[config.mk]
export PLATFORM = sky130hd
export DESIGN_NAME = mips_multicycle_ctrl
export DESIGN_NICKNAME = d
export VERILOG_FILES = /design/src/rtl/mips_multicycle_ctrl.sv
export SDC_FILE = /design/constraint.sdc
export NUM_CORES = 1
export LEC_CHECK = 0
export BUFFER_PORTS_ARGS = -buffer_cell sky130_fd_sc_hd__buf_2
export CAP_MARGIN = 30
export CELL_PAD_IN_SITES_DETAIL_PLACEMENT = 1
export CELL_PAD_IN_SITES_GLOBAL_PLACEMENT = 2
export CORE_ASPECT_RATIO = 1.75
export CORE_MARGIN = 2
export CORE_UTILIZATION = 29
export CTS_BUF_LIST = sky130_fd_sc_hd__clkbuf_16
export DETAILED_ROUTE_END_ITERATION = 7
export MAX_ROUTING_LAYER = met4
export PLACE_DENSITY_LB_ADDON = 0.1
export SLEW_MARGIN = 10
export SYNTH_ARGS = -nofsm -noshare
export SYNTH_HDL_FRONTEND = slang
export SYNTH_SLANG_ARGS = --single-unit
[constraint.sdc]
create_clock -name clk -period 4.7 [get_ports clk]
set_input_delay 0.47 -clock clk [delete_from_list [all_inputs] [get_ports clk]]
set_output_delay 0.47 -clock clk [all_outputs]
set_load 0.03 [all_outputs]
[src/rtl/mips_multicycle_ctrl.sv]
// Multicycle sequencer for a small MIPS subset: owns PC/IR, fetches through an
// instruction-memory handshake, and sequences ALU, data memory and writeback.
module mips_multicycle_ctrl #(
   parameter logic [31:0] RESET_PC = 32'h0000_0000
) (
   input  logic        clk,
   input  logic        reset,
   output logic        imem_req,
   output logic [31:0] imem_addr,
   input  logic        imem_ready,
   input  logic [31:0] imem_rdata,
   output logic [4:0]  rs_addr,
   output logic [4:0]  rt_addr,
   input  logic [31:0] rs_data,
   input  logic [31:0] rt_data,
   output logic [5:0]  alu_opcode,
   output logic [5:0]  alu_funct,
   output logic        alu_bsel,
   output logic [31:0] alu_imm,
   input  logic [31:0] alu_res,
   input  logic        alu_zero,
   output logic        dmem_req,
   output logic        dmem_we,
   output logic [31:0] dmem_addr,
   output logic [31:0] dmem_wdata,
   input  logic        dmem_ready,
   input  logic [31:0] dmem_rdata,
   output logic        rf_we,
   output logic [4:0]  rf_waddr,
   output logic [31:0] rf_wdata,
   output logic        instr_retired,
   output logic        illegal
);

   typedef enum logic [2:0] {
      FETCH,
      DECODE,
      EXEC,
      MEM,
      WB,
      ERROR
   } stateT;

   localparam logic [5:0] OP_RTYPE = 6'b000000;
   localparam logic [5:0] OP_J     = 6'b000010;
   localparam logic [5:0] OP_JAL   = 6'b000011;
   localparam logic [5:0] OP_BEQ   = 6'b000100;
   localparam logic [5:0] OP_BNE   = 6'b000101;
   localparam logic [5:0] OP_ADDI  = 6'b001000;
   localparam logic [5:0] OP_XORI  = 6'b001110;
   localparam logic [5:0] OP_LW    = 6'b100011;
   localparam logic [5:0] OP_SW    = 6'b101011;

   localparam logic [5:0] FN_ADD   = 6'b100000;
   localparam logic [5:0] FN_SUB   = 6'b100010;
   localparam logic [5:0] FN_SLT   = 6'b101010;
   localparam logic [5:0] FN_JR    = 6'b001000;

   stateT       state;
   logic [31:0] pc;
   logic [31:0] ir;
   logic        illegalQ;
   logic [31:0] dmemAddrQ;
   logic [31:0] dmemWdataQ;
   logic [31:0] rfWdataQ;

   logic [5:0]  opcode;
   logic [5:0]  funct;
   logic [31:0] immSext;
   logic [31:0] pcPlus4;
   logic [31:0] nextPc;
   logic        isRtype;
   logic        isJr;
   logic        isAluR;
   logic        isJal;
   logic        isSw;
   logic        isMem;
   logic        isBranchJump;
   logic        isSupported;

   assign opcode       = ir[31:26];
   assign funct        = ir[5:0];
   assign immSext      = {{16{ir[15]}}, ir[15:0]};
   assign pcPlus4      = pc + 32'd4;

   assign isRtype      = (opcode == OP_RTYPE);
   assign isJr         = isRtype && (funct == FN_JR);
   assign isAluR       = isRtype && (funct == FN_ADD || funct == FN_SUB || funct == FN_SLT);
   assign isJal        = (opcode == OP_JAL);
   assign isSw         = (opcode == OP_SW);
   assign isMem        = (opcode == OP_LW) || isSw;
   assign isBranchJump = (opcode == OP_BEQ) || (opcode == OP_BNE) || (opcode == OP_J) || isJr;
   assign isSupported  = isAluR || isJr || isMem || isJal || (opcode == OP_J) ||
                         (opcode == OP_BEQ) || (opcode == OP_BNE) ||
                         (opcode == OP_ADDI) || (opcode == OP_XORI);

   // Branches resolve straight from the ALU zero flag during EXEC.
   always_comb begin
      nextPc = pcPlus4;
      if (opcode == OP_BEQ) begin
         nextPc = alu_zero ? pcPlus4 + (immSext << 2) : pcPlus4;
      end else if (opcode == OP_BNE) begin
         nextPc = alu_zero ? pcPlus4 : pcPlus4 + (immSext << 2);
      end else if (opcode == OP_J || isJal) begin
         nextPc = {pcPlus4[31:28], ir[25:0], 2'b00};
      end else if (isJr) begin
         nextPc = rs_data;
      end
   end

   always_ff @(posedge clk) begin
      if (reset) begin
         state      <= FETCH;
         pc         <= RESET_PC;
         ir         <= '0;
         illegalQ   <= 1'b0;
         dmemAddrQ  <= '0;
         dmemWdataQ <= '0;
         rfWdataQ   <= '0;
      end else begin
         case (state)
            FETCH: begin
               if (imem_ready) begin
                  ir    <= imem_rdata;
                  state <= DECODE;
               end
            end
            DECODE: begin
               if (isSupported) begin
                  state <= EXEC;
               end else begin
                  illegalQ <= 1'b1;
                  state    <= ERROR;
               end
            end
            EXEC: begin
               dmemAddrQ  <= rs_data + immSext;
               dmemWdataQ <= rt_data;
               rfWdataQ   <= isJal ? pcPlus4 : alu_res;
               pc         <= nextPc;
               if (isMem) begin
                  state <= MEM;
               end else if (isBranchJump) begin
                  state <= FETCH;
               end else begin
                  state <= WB;
               end
            end
            MEM: begin
               if (dmem_ready) begin
                  if (isSw) begin
                     state <= FETCH;
                  end else begin
                     rfWdataQ <= dmem_rdata;
                     state    <= WB;
                  end
               end
            end
            WB:      state <= FETCH;
            ERROR:   state <= ERROR;
            default: state <= ERROR;
         endcase
      end
   end

   // Strobes decode the current state; reset masks them so nothing fires in a reset cycle.
   assign imem_req      = !reset && (state == FETCH);
   assign dmem_req      = !reset && (state == MEM);
   assign dmem_we       = dmem_req && isSw;
   assign rf_we         = !reset && (state == WB) && (rf_waddr != 5'd0);
   assign instr_retired = !reset && (((state == EXEC) && isBranchJump) ||
                                     ((state == MEM) && dmem_ready && isSw) ||
                                     (state == WB));

   assign imem_addr  = pc;
   assign rs_addr    = ir[25:21];
   assign rt_addr    = ir[20:16];
   assign alu_opcode = (state == EXEC) ? opcode : 6'b000000;
   assign alu_funct  = (state == EXEC) ? funct : 6'b100000;
   assign alu_bsel   = isMem || (opcode == OP_ADDI) || (opcode == OP_XORI);
   assign alu_imm    = (opcode == OP_XORI) ? {16'h0000, ir[15:0]} : immSext;
   assign dmem_addr  = dmemAddrQ;
   assign dmem_wdata = dmemWdataQ;
   assign rf_waddr   = isJal ? 5'd31 : (isRtype ? ir[15:11] : ir[20:16]);
   assign rf_wdata   = rfWdataQ;
   assign illegal    = illegalQ;

endmodule

==> results of run 1 <==
==> final cells by class <==
class,count,area (sq um),share of cell area (%)
repair buffers,384,2020,14.2
well taps,495,619,4.35
diodes,6,15.0,0.105
multi-input cells,1230,7570,53.2
flip-flops and latches,164,3280,23.1
clock inverters,15,190,1.34
inverters,30,113,0.791
clock buffers,17,425,2.99
==> synthesized netlist by cell type, types with 10 or more instances <==
| library cell | instances |
|---|---|
| nand2b_1 | 16 |
| xor2_1 | 30 |
| dfxtp_1 | 164 |
| buf_2 | 14 |
| nand3_1 | 26 |
| buf_4 | 47 |
| inv_1 | 30 |
| o211ai_1 | 12 |
| a31oi_1 | 16 |
| mux2i_1 | 21 |
| a21oi_1 | 173 |
| nor3_1 | 29 |
| ha_1 | 68 |
| a21o_1 | 35 |
| a221oi_1 | 19 |
| nor2_1 | 159 |
| nand4_1 | 16 |
| o21ai_0 | 61 |
| xnor2_1 | 44 |
| clkbuf_1 | 70 |
| a211oi_1 | 46 |
| nand2_1 | 250 |
| o311ai_0 | 10 |
| nor2b_1 | 13 |
| a221o_1 | 14 |
| and3_1 | 22 |
| or3_1 | 10 |
==> per-stage QoR <==
stage | total power, W | std cells | hold slack, ps | utilization, % | instance area, sq um
2_1_floorplan | 0.00325 | 1560 | 450 | - | 11600
3_3_place_gp | 0.00393 | 2301 | 436 | 34.1 | 13600
3_5_place_dp | 0.00394 | 2302 | 444 | 34.1 | 13600
4_1_cts | 0.00552 | 2334 | 210 | 35.7 | 14200
5_1_grt | 0.00579 | 2341 | 224 | 35.8 | 14200
6_report | 0.00545 | 2341 | 224 | 35.8 | 14200
==> cells by family (layout without fill, tap and decap cells) <==
family	Yosys count	in the layout	synth area share, %
fa+ha+maj	70	70	7.66
buf+inv	166	446	7.02
mux	21	21	1.81
xor+xnor	75	75	5.71
flops	164	164	28.2
simple gates	598	598	23.6
compound gates	466	466	26.0
other cells	0	6	0
==> where the power goes <==
group          switching [W]  internal (W)  leakage (nW)  total, W
Sequential          0.000185       0.00152          1.33   0.00171
Combinational        0.00148      0.000721          5.02   0.00220
Clock               0.000728      0.000811         0.300   0.00154
==> state kept, by name, indices dropped and copies added, names as in the netlist <==
register	cells
dmem_addr	32
dmem_wdata	32
illegal	1
imem_addr	32
ir	32
rf_wdata	32
state	3
==> how the worst min path moves through the flow <==
stage / startpoint / end / slack, ps / cells past startpoint
floorplan: ir[21] / ir[21] / 450 / 2
global placement: dmem_addr[23] / dmem_addr[23] / 440 / 2
detailed placement: dmem_wdata[16] / dmem_wdata[16] / 440 / 2
CTS: rt_data[6] / dmem_wdata[6] / 210 / 3
global route: rt_data[24] / dmem_wdata[24] / 220 / 3
finish: rt_data[24] / dmem_wdata[24] / 220 / 3
==> per-layer routing <==
metal | routed length, microns | part of all wire [%] | GRT usage, %
met5 | 0 | 0 | -
met3 | 2460 | 4.9 | 4.60
met4 | 1540 | 3.1 | 9.47
met1 | 20400 | 41 | 26.9
met2 | 25400 | 51 | 42.6
==> critical path, stage by stage, from the launching register on <==
cell and delay [ps]:
dfxtp_1 450, and4_1 360, and3_1 260, nand3_1 110, xor2_1 310, inv_1 160
ha_1 390, and4_1 260, and2_1 150, nand4_1 130, a31oi_1 370, o21ai_1 190
o31ai_1 400, o31a_1 190, xnor2_1 90, o41ai_2 210
==> flow_summary.yaml, run 1 <==
run_status:
  status: "finished, final reports clean"
floorplanning:
  dieWidth_microns: 155
  start_util_pct: 29.2
  pin_count: 359
  core_area_sq_um: 39800
  dieArea_sq_um: 41800
  rows: 97
  die_y_microns: 269
critical_path:
  worstSetupPathType: "reg2reg"
  reg2reg_from: "imem_addr[5]"
  r2r_end: "imem_addr[31]"
  cp-start-kind: "flip-flop"
  cp_max_fo: 7
  ff2ff_path_depth: 15
  r2r_slack_ps: 580
  crit_arrival_ps: 4500
  startpoint: "imem_addr[5]"
  critical_path_required_ps: 5080
  endpoint_kind: "flip-flop"
  worstSetupEndpoint: "imem_addr[31]"
sta:
  hold_viol: 0
  finalSetupViolCount: 0
  setup_tns_ps: 0
  worst_slack_ps: 579
  max_freq_mhz: 243
  rsz0062_at_grt: "false"
  report.final.slew_viol_count: 0
  finalCritPeriodShare_pct: 87.7
  fin_worst_skew_ps: 29.9
  worstMarginPinSlew_ps: 826
  maxSlewHeadroom_pct: 44.8
  finalCriticalPeriod_ps: 4120
cts:
  insertion_delay_ps: 470
  numClockSinks: 164
  h-tree-depth: 4
  holdBufCountCts: 0
  post_cts_resized: 0
  cts_tree: "done"
  postCtsSetupBuffers: 0
  path_clk_slew_ps: 80
  clockBufferDepth: 2
  cts-buffers-inserted: 17
  root_buffer: "clkbuf_16"
global_routing:
  grt_overflow_total: 0
  antenna_found_initial: 6
  grt_pass1_vias: 13100
  grt_max_degree: 95
  grt_usage_pct: 24.2
  grt_pass1_wl_microns: 75800
yosys:
  synth_seq_cells: 164
  ys_types: 77
  async_reset_ff_share_pct: 0
  avgSynthCellArea_sq_um: 7.46
  synth_area_sq_um: 11600
  syn_nets: 1795
  synth_top_area_share_pct: 28.2
  yosysTopAreaCell: "dfxtp_1"
  synth-main-ff-cell: "dfxtp_1"
  synthCells: 1560
  ys_seq_area_share_pct: 28.2
  synth-edff-count: 0
  yosys-top-cells-area: "dfxtp_1 (28%), nand2_1 (8.1%), a21oi_1 (7.4%)"
  ys_warn_count: 0
pwr:
  leakage_nw: 6.64
  max-vdd-ir-drop_mv: 0.236
  p_per_area_nw_per_um2: 383
layout:
  nFillCells: 5040
  mostFrequentLayoutCell: "buf_2"
  nNetsFinal: 2062
  layout-drive-gt1-share_pct: 23.9
  final_cell_mix: "buf_2 (357), nand2_1 (249), a21oi_1 (173)"
  synthToLayoutAreaGrowth_pct: 22.3
route:
  wl_per_cell_microns: 21.3
  vias_per_cell: 5.36
  dr.pass1.iters: 4
  drtIter0Drc: 598
  wl_microns: 49800
  ant_nets: 0
  drc: 0
  vias: 12500
placed_design:
  place_congestion: 0.892
  dpl.hpwl_microns: 38900
  place.port_buffers: 358
  place_worst_setup_slack_ps: 606
job:
  max_cap_violations: 0
min_path:
  hp-class: "in2reg"
Note: power is estimated with default switching activity, not from simulation.
==> run 2, diff against run 1 <==
==> config.mk (replaced) <==
export PLATFORM = sky130hd
export DESIGN_NAME = mips_multicycle_ctrl
export DESIGN_NICKNAME = d
export VERILOG_FILES = /design/src/rtl/mips_multicycle_ctrl.sv
export SDC_FILE = /design/constraint.sdc
export NUM_CORES = 1
export LEC_CHECK = 0
export BUFFER_PORTS_ARGS = -buffer_cell sky130_fd_sc_hd__buf_2
export CAP_MARGIN = 30
export CORE_ASPECT_RATIO = 1.75
export CORE_MARGIN = 2
export CORE_UTILIZATION = 53
export CTS_CLUSTER_SIZE = 12
export DETAILED_ROUTE_END_ITERATION = 7
export MAX_ROUTING_LAYER = met4
export PLACE_DENSITY = 0.82
export SLEW_MARGIN = 10
export SYNTH_ARGS = -nofsm -noshare
export SYNTH_HDL_FRONTEND = slang
export SYNTH_SLANG_ARGS = --single-unit
==> run 2 against run 1 <==
- die area is 44% lower
- total power fell by 3.9%
- non-clock buffer count is 8 lower
- critical path depth shrank 1
- cell count is 9.1% lower
- flip-flop and latch count is the same
- global-route usage grew 11 points
- wire length fell by 17%
- worst hold slack better by 26 ps
- core utilization up 29 points
- sequential share of layout area up 0.64 points
- critical path type unchanged
- critical endpoint unchanged
==> flow_summary.yaml, run 2 (synthesis results as in run 1) <==
critical_path:
  ff2ff_path_depth: 14
  worstSetupPathType: "reg2reg"
  endpoint_kind: "flip-flop"
  cp_max_fo: 7
  reg2reg_from: "imem_addr[5]"
  worstSetupEndpoint: "imem_addr[31]"
  critical_path_required_ps: 5050
  crit_arrival_ps: 4560
  r2r_slack_ps: 490
  cp-start-kind: "flip-flop"
  r2r_end: "imem_addr[31]"
  startpoint: "imem_addr[5]"
sta:
  holdWs_ps: 250
  maxSlewHeadroom_pct: 34.5
  report.final.slew_viol_count: 0
  setup_tns_ps: 0
  hold_viol: 0
  worstMarginPinSlew_ps: 981
  max_freq_mhz: 237
  finalSetupViolCount: 0
  rsz0062_at_grt: "false"
  fin_worst_skew_ps: 13.4
  finalCritPeriodShare_pct: 89.6
  finalCriticalPeriod_ps: 4210
global_routing:
  met1_usage_pct: 38.9
  grt_overflow_total: 0
  grt_pass1_wl_microns: 62300
  grt_usage_pct: 35.4
  met3_usage_pct: 6.04
  grt.busiest_layer: "met2"
  grt_pass1_vias: 11800
  met2_usage_pct: 60.4
  antenna_found_initial: 4
  grt_max_degree: 92
placed_design:
  dpl.hpwl_microns: 31600
  place.port_buffers: 358
  place_congestion: 0.993
  placed_area_sq_um: 13300
  dp_cells: 2092
route:
  drtIter0Drc: 950
  ant_nets: 0
  dr.pass1.iters: 5
  wl_per_cell_microns: 19.5
  wl_microns: 41500
  drc: 0
  vias: 12800
  vias_per_cell: 6.03
floorplanning:
  die_y_microns: 200
  core_area_sq_um: 21500
  rows: 71
  dieWidth_microns: 116
  pin_count: 359
  start_util_pct: 54.1
  dieArea_sq_um: 23200
pwr:
  max-vdd-ir-drop_mv: 0.290
  power.total_w: 0.00524
  leakage_nw: 6.57
  p_per_area_nw_per_um2: 378
cts:
  holdBufCountCts: 0
  h-tree-depth: 4
  path_clk_slew_ps: 70
  numClockSinks: 164
  clockBufferDepth: 2
  postCtsSetupBuffers: 0
  post_cts_resized: 0
  root_buffer: "clkbuf_16"
  cts_tree: "done"
  insertion_delay_ps: 450
  cts-buffers-inserted: 17
layout:
  synthToLayoutAreaGrowth_pct: 19.0
  layout-drive-gt1-share_pct: 23.5
  nNetsFinal: 2054
  final_cell_mix: "buf_2 (357), nand2_1 (249), a21oi_1 (173)"
  instances_no_fill: 2127
  nFillCells: 2009
  mostFrequentLayoutCell: "buf_2"
  fin_area_sq_um: 13800
min_path:
  hp-class: "in2reg"
job:
  max_cap_violations: 0
run_status:
  status: "finished, final reports clean"
## run 2: layout make-up
cell class                      instances  area [sq um]  share of cell area [%]
Timing Repair Buffer                  376          1940                    14.0
Inverter                               30           113                   0.813
Sequential cell                       164          3280                    23.7
Tap cell                              292           365                    2.64
Multi-Input combinational cell       1230          7570                    54.7
Clock buffer                           18           429                    3.10
Antenna cell                            4          10.0                  0.0723
Clock inverter                         13           136                   0.985
## run 2: worst min-delay path by stage
stage                         from       endpoint  cells past startpoint
detailed placement   dmem_addr[25]  dmem_addr[25]                      2
global placement     dmem_addr[16]  dmem_addr[16]                      2
CTS                 imem_rdata[15]         ir[15]                      3
finish              imem_rdata[15]         ir[15]                      3
global route         imem_rdata[0]          ir[0]                      3
floorplan                   ir[21]         ir[21]                      2
## run 2: worst max-delay path: stages (launching register included)
cell and delay, ps:
dfxtp_1 460, and4_1 370, nand3_1 200, nor2_2 270
nand2_1 110, xnor2_1 450, ha_1 390, and3_1 240
a31oi_1 160, o21ai_0 120, o21ai_1 500, o31ai_1 210
o31a_1 290, xnor2_1 140, o41ai_2 200
## run 2: power by group
| part | internal (W) | switching, W |
|---|---|---|
| Sequential | 0.00152 | 0.000169 |
| Clock | 0.000746 | 0.000666 |
| Combinational | 0.000700 | 0.00143 |
## run 2: per-layer routing
| metal | up-vias | part of all wire (%) |
|---|---|---|
| met3 | 145 | 7.2 |
| li1 | 6095 | - |
| met5 | - | 0 |
| met1 | 5955 | 37 |
| met4 | 0 | 5.8 |
| met2 | 628 | 50 |
## run 2: metrics by stage
stage	utilization, %	setup WS (ps)
after floorplan	-	1160
after global placement	61.7	864
after global routing	64.4	255
final	64.4	489
after CTS	64.4	644
after detailed placement	61.7	694
==> run 3, diff against run 2 <==
--- a/config.mk
+++ b/config.mk
@@ -9,11 +9,11 @@
 export CAP_MARGIN = 30
 export CORE_ASPECT_RATIO = 1.75
 export CORE_MARGIN = 2
-export CORE_UTILIZATION = 53
+export CORE_UTILIZATION = 35
+export CTS_BUF_LIST = sky130_fd_sc_hd__clkbuf_4 sky130_fd_sc_hd__clkbuf_8 sky130_fd_sc_hd__clkbuf_16
 export CTS_CLUSTER_SIZE = 12
 export DETAILED_ROUTE_END_ITERATION = 7
 export MAX_ROUTING_LAYER = met4
-export PLACE_DENSITY = 0.82
 export SLEW_MARGIN = 10
 export SYNTH_ARGS = -nofsm -noshare
 export SYNTH_HDL_FRONTEND = slang
==> run 3 against run 2 <==
- setup slack gained 68 ps
- total power grew 0.16%
- clock power is essentially flat
- critical endpoint unchanged
- largest cell class unchanged
- largest power group unchanged
==> flow_summary.yaml, run 3 (synthesis results as in run 1) <==
layout:
  synthToLayoutAreaGrowth_pct: 20.3
  nFillCells: 3476
  multiInputGateArea_sq_um: 7570
  final_cell_mix: "buf_2 (357), nand2_1 (249), a21oi_1 (173)"
  mostFrequentLayoutCell: "buf_2"
  nNetsFinal: 2055
  seqCellArea_sq_um: 3280
  fin_area_sq_um: 14000
  layout-drive-gt1-share_pct: 23.7
run_status:
  status: "finished, final reports clean"
critical_path:
  cpPeakStageDelay_ps: 460
  r2r_slack_ps: 560
  cp-start-kind: "flip-flop"
  critical_path_required_ps: 5020
  critPathSlowestCell: "xnor2_1"
  endpoint_kind: "flip-flop"
  path_common_cell: "xnor2_1"
  crit_arrival_ps: 4470
  cp_max_fo: 7
  worstSetupPathType: "reg2reg"
  cp_cell_sequence: "and4_1 > nand3_1 > nor2_2 > nand2_1 > xnor2_1 > ha_1 > and3_1 > a31oi_1 > o21ai_0 > o21ai_1 > o31ai_1 > o31a_1 > xnor2_1 > o41ai_2"
global_routing:
  grt_max_degree: 94
  met1_usage_pct: 28.7
  grt_overflow_total: 0
  grt_pass1_wl_microns: 67000
  antenna_found_initial: 4
  met2_usage_pct: 43.5
  grt_usage_pct: 25.4
  met3_usage_pct: 3.65
  grt.busiest_layer: "met2"
  grt_pass1_vias: 12100
sta:
  holdWs_ps: 239
  fin_worst_skew_ps: 13.6
  maxSlewHeadroom_pct: 38.5
  rsz0062_at_grt: "false"
  finalCritPeriodShare_pct: 88.2
  max_freq_mhz: 241
  hold_viol: 0
  finalSetupViolCount: 0
  finalCriticalPeriod_ps: 4140
  report.final.slew_viol_count: 0
  worstMarginPinSlew_ps: 919
  setup_tns_ps: 0
route:
  wl_microns: 44100
  wl_per_cell_microns: 19.7
  ant_nets: 0
  vias_per_cell: 5.54
  drtIter0Drc: 656
  drc: 0
  vias: 12400
  dr.pass1.iters: 5
pwr:
  power.total_w: 0.00525
  leakage_nw: 6.58
  p_per_area_nw_per_um2: 375
  max-vdd-ir-drop_mv: 0.276
cts:
  h-tree-depth: 4
  holdBufCountCts: 0
  insertion_delay_ps: 460
  clockBufferDepth: 2
  cts-buffers-inserted: 17
  path_clk_slew_ps: 80
  post_cts_resized: 0
  root_buffer: "clkbuf_16"
  numClockSinks: 164
  postCtsSetupBuffers: 0
  cts_tree: "done"
placed_design:
  place_congestion: 0.950
  place.port_buffers: 358
  placed_area_sq_um: 13400
  dpl.hpwl_microns: 33900
floorplanning:
  dieWidth_microns: 142
  die_y_microns: 245
  pin_count: 359
  start_util_pct: 35.5
  dieArea_sq_um: 34800
  rows: 88
  core_area_sq_um: 32800
job:
  max_cap_violations: 0
min_path:
  hp-class: "in2reg"
==> run 3: cell count changes in the layout (fill, tap and decap cells not counted), sizes merged <==
| cell | before | now |
|---|---|---|
| bufinv | 1 | 0 |
| buf | 376 | 377 |
| diode | 4 | 5 |
| clkbuf | 18 | 17 |
| clkinvlp | 3 | 4 |
| clkinv | 0 | 3 |
| inv | 39 | 38 |
==> run 3: final timing paths <==
path | from | end | cells after the start
min | rt_data[1] | dmem_wdata[1] | 3
min reg2reg | dmem_wdata[10] | dmem_wdata[10] | 2
max | imem_addr[5] | imem_addr[31] | 14
max reg2reg | imem_addr[5] | imem_addr[31] | 14
==> run 3: area by class of cell <==
type | count | share of cell area, %
Clock inverter | 15 | 1.02
Sequential cell | 164 | 23.5
Multi-Input combinational cell | 1230 | 54.1
Timing Repair Buffer | 377 | 13.9
Tap cell | 405 | 3.62
Inverter | 30 | 0.804
Clock buffer | 17 | 3.04
Antenna cell | 5 | 0.0894
==> run 3: power by group <==
group	leakage (nW)	internal (W)	switching [W]	total (W)
registers	1.33	0.00152	0.000186	0.00171
logic	4.98	0.000703	0.00143	0.00213
clock network	0.269	0.000702	0.000703	0.00140
total	6.58	0.00293	0.00232	0.00525
==> run 3: per-stage QoR <==
stage	std cells	util [%]	setup slack, ps
3_3_place_gp	2205	40.9	803
3_5_place_dp	2206	40.9	655
4_1_cts	2238	42.6	608
2_1_floorplan	1560	-	1160
5_1_grt	2242	42.7	376
6_report	2243	42.7	556
==> run 3: critical path: cells and delay by family, from the launching register on <==
family                   cells  cell delay (ps)
adder cells (fa/ha/maj)      1              390
AND/OR/NAND/NOR              5             1250
AO/OA/AOI/OAI                6             1260
XOR/XNOR                     2              660
flip-flops                   1              450
==> run 3: layer usage <==
metal | wire length [microns] | share of wire (%) | vias up
met5 | 0 | 0 | -
met4 | 1980 | 4.5 | 0
met1 | 17700 | 40 | 5798
met3 | 2100 | 4.8 | 104
li1 | - | - | 6087
met2 | 22300 | 51 | 439
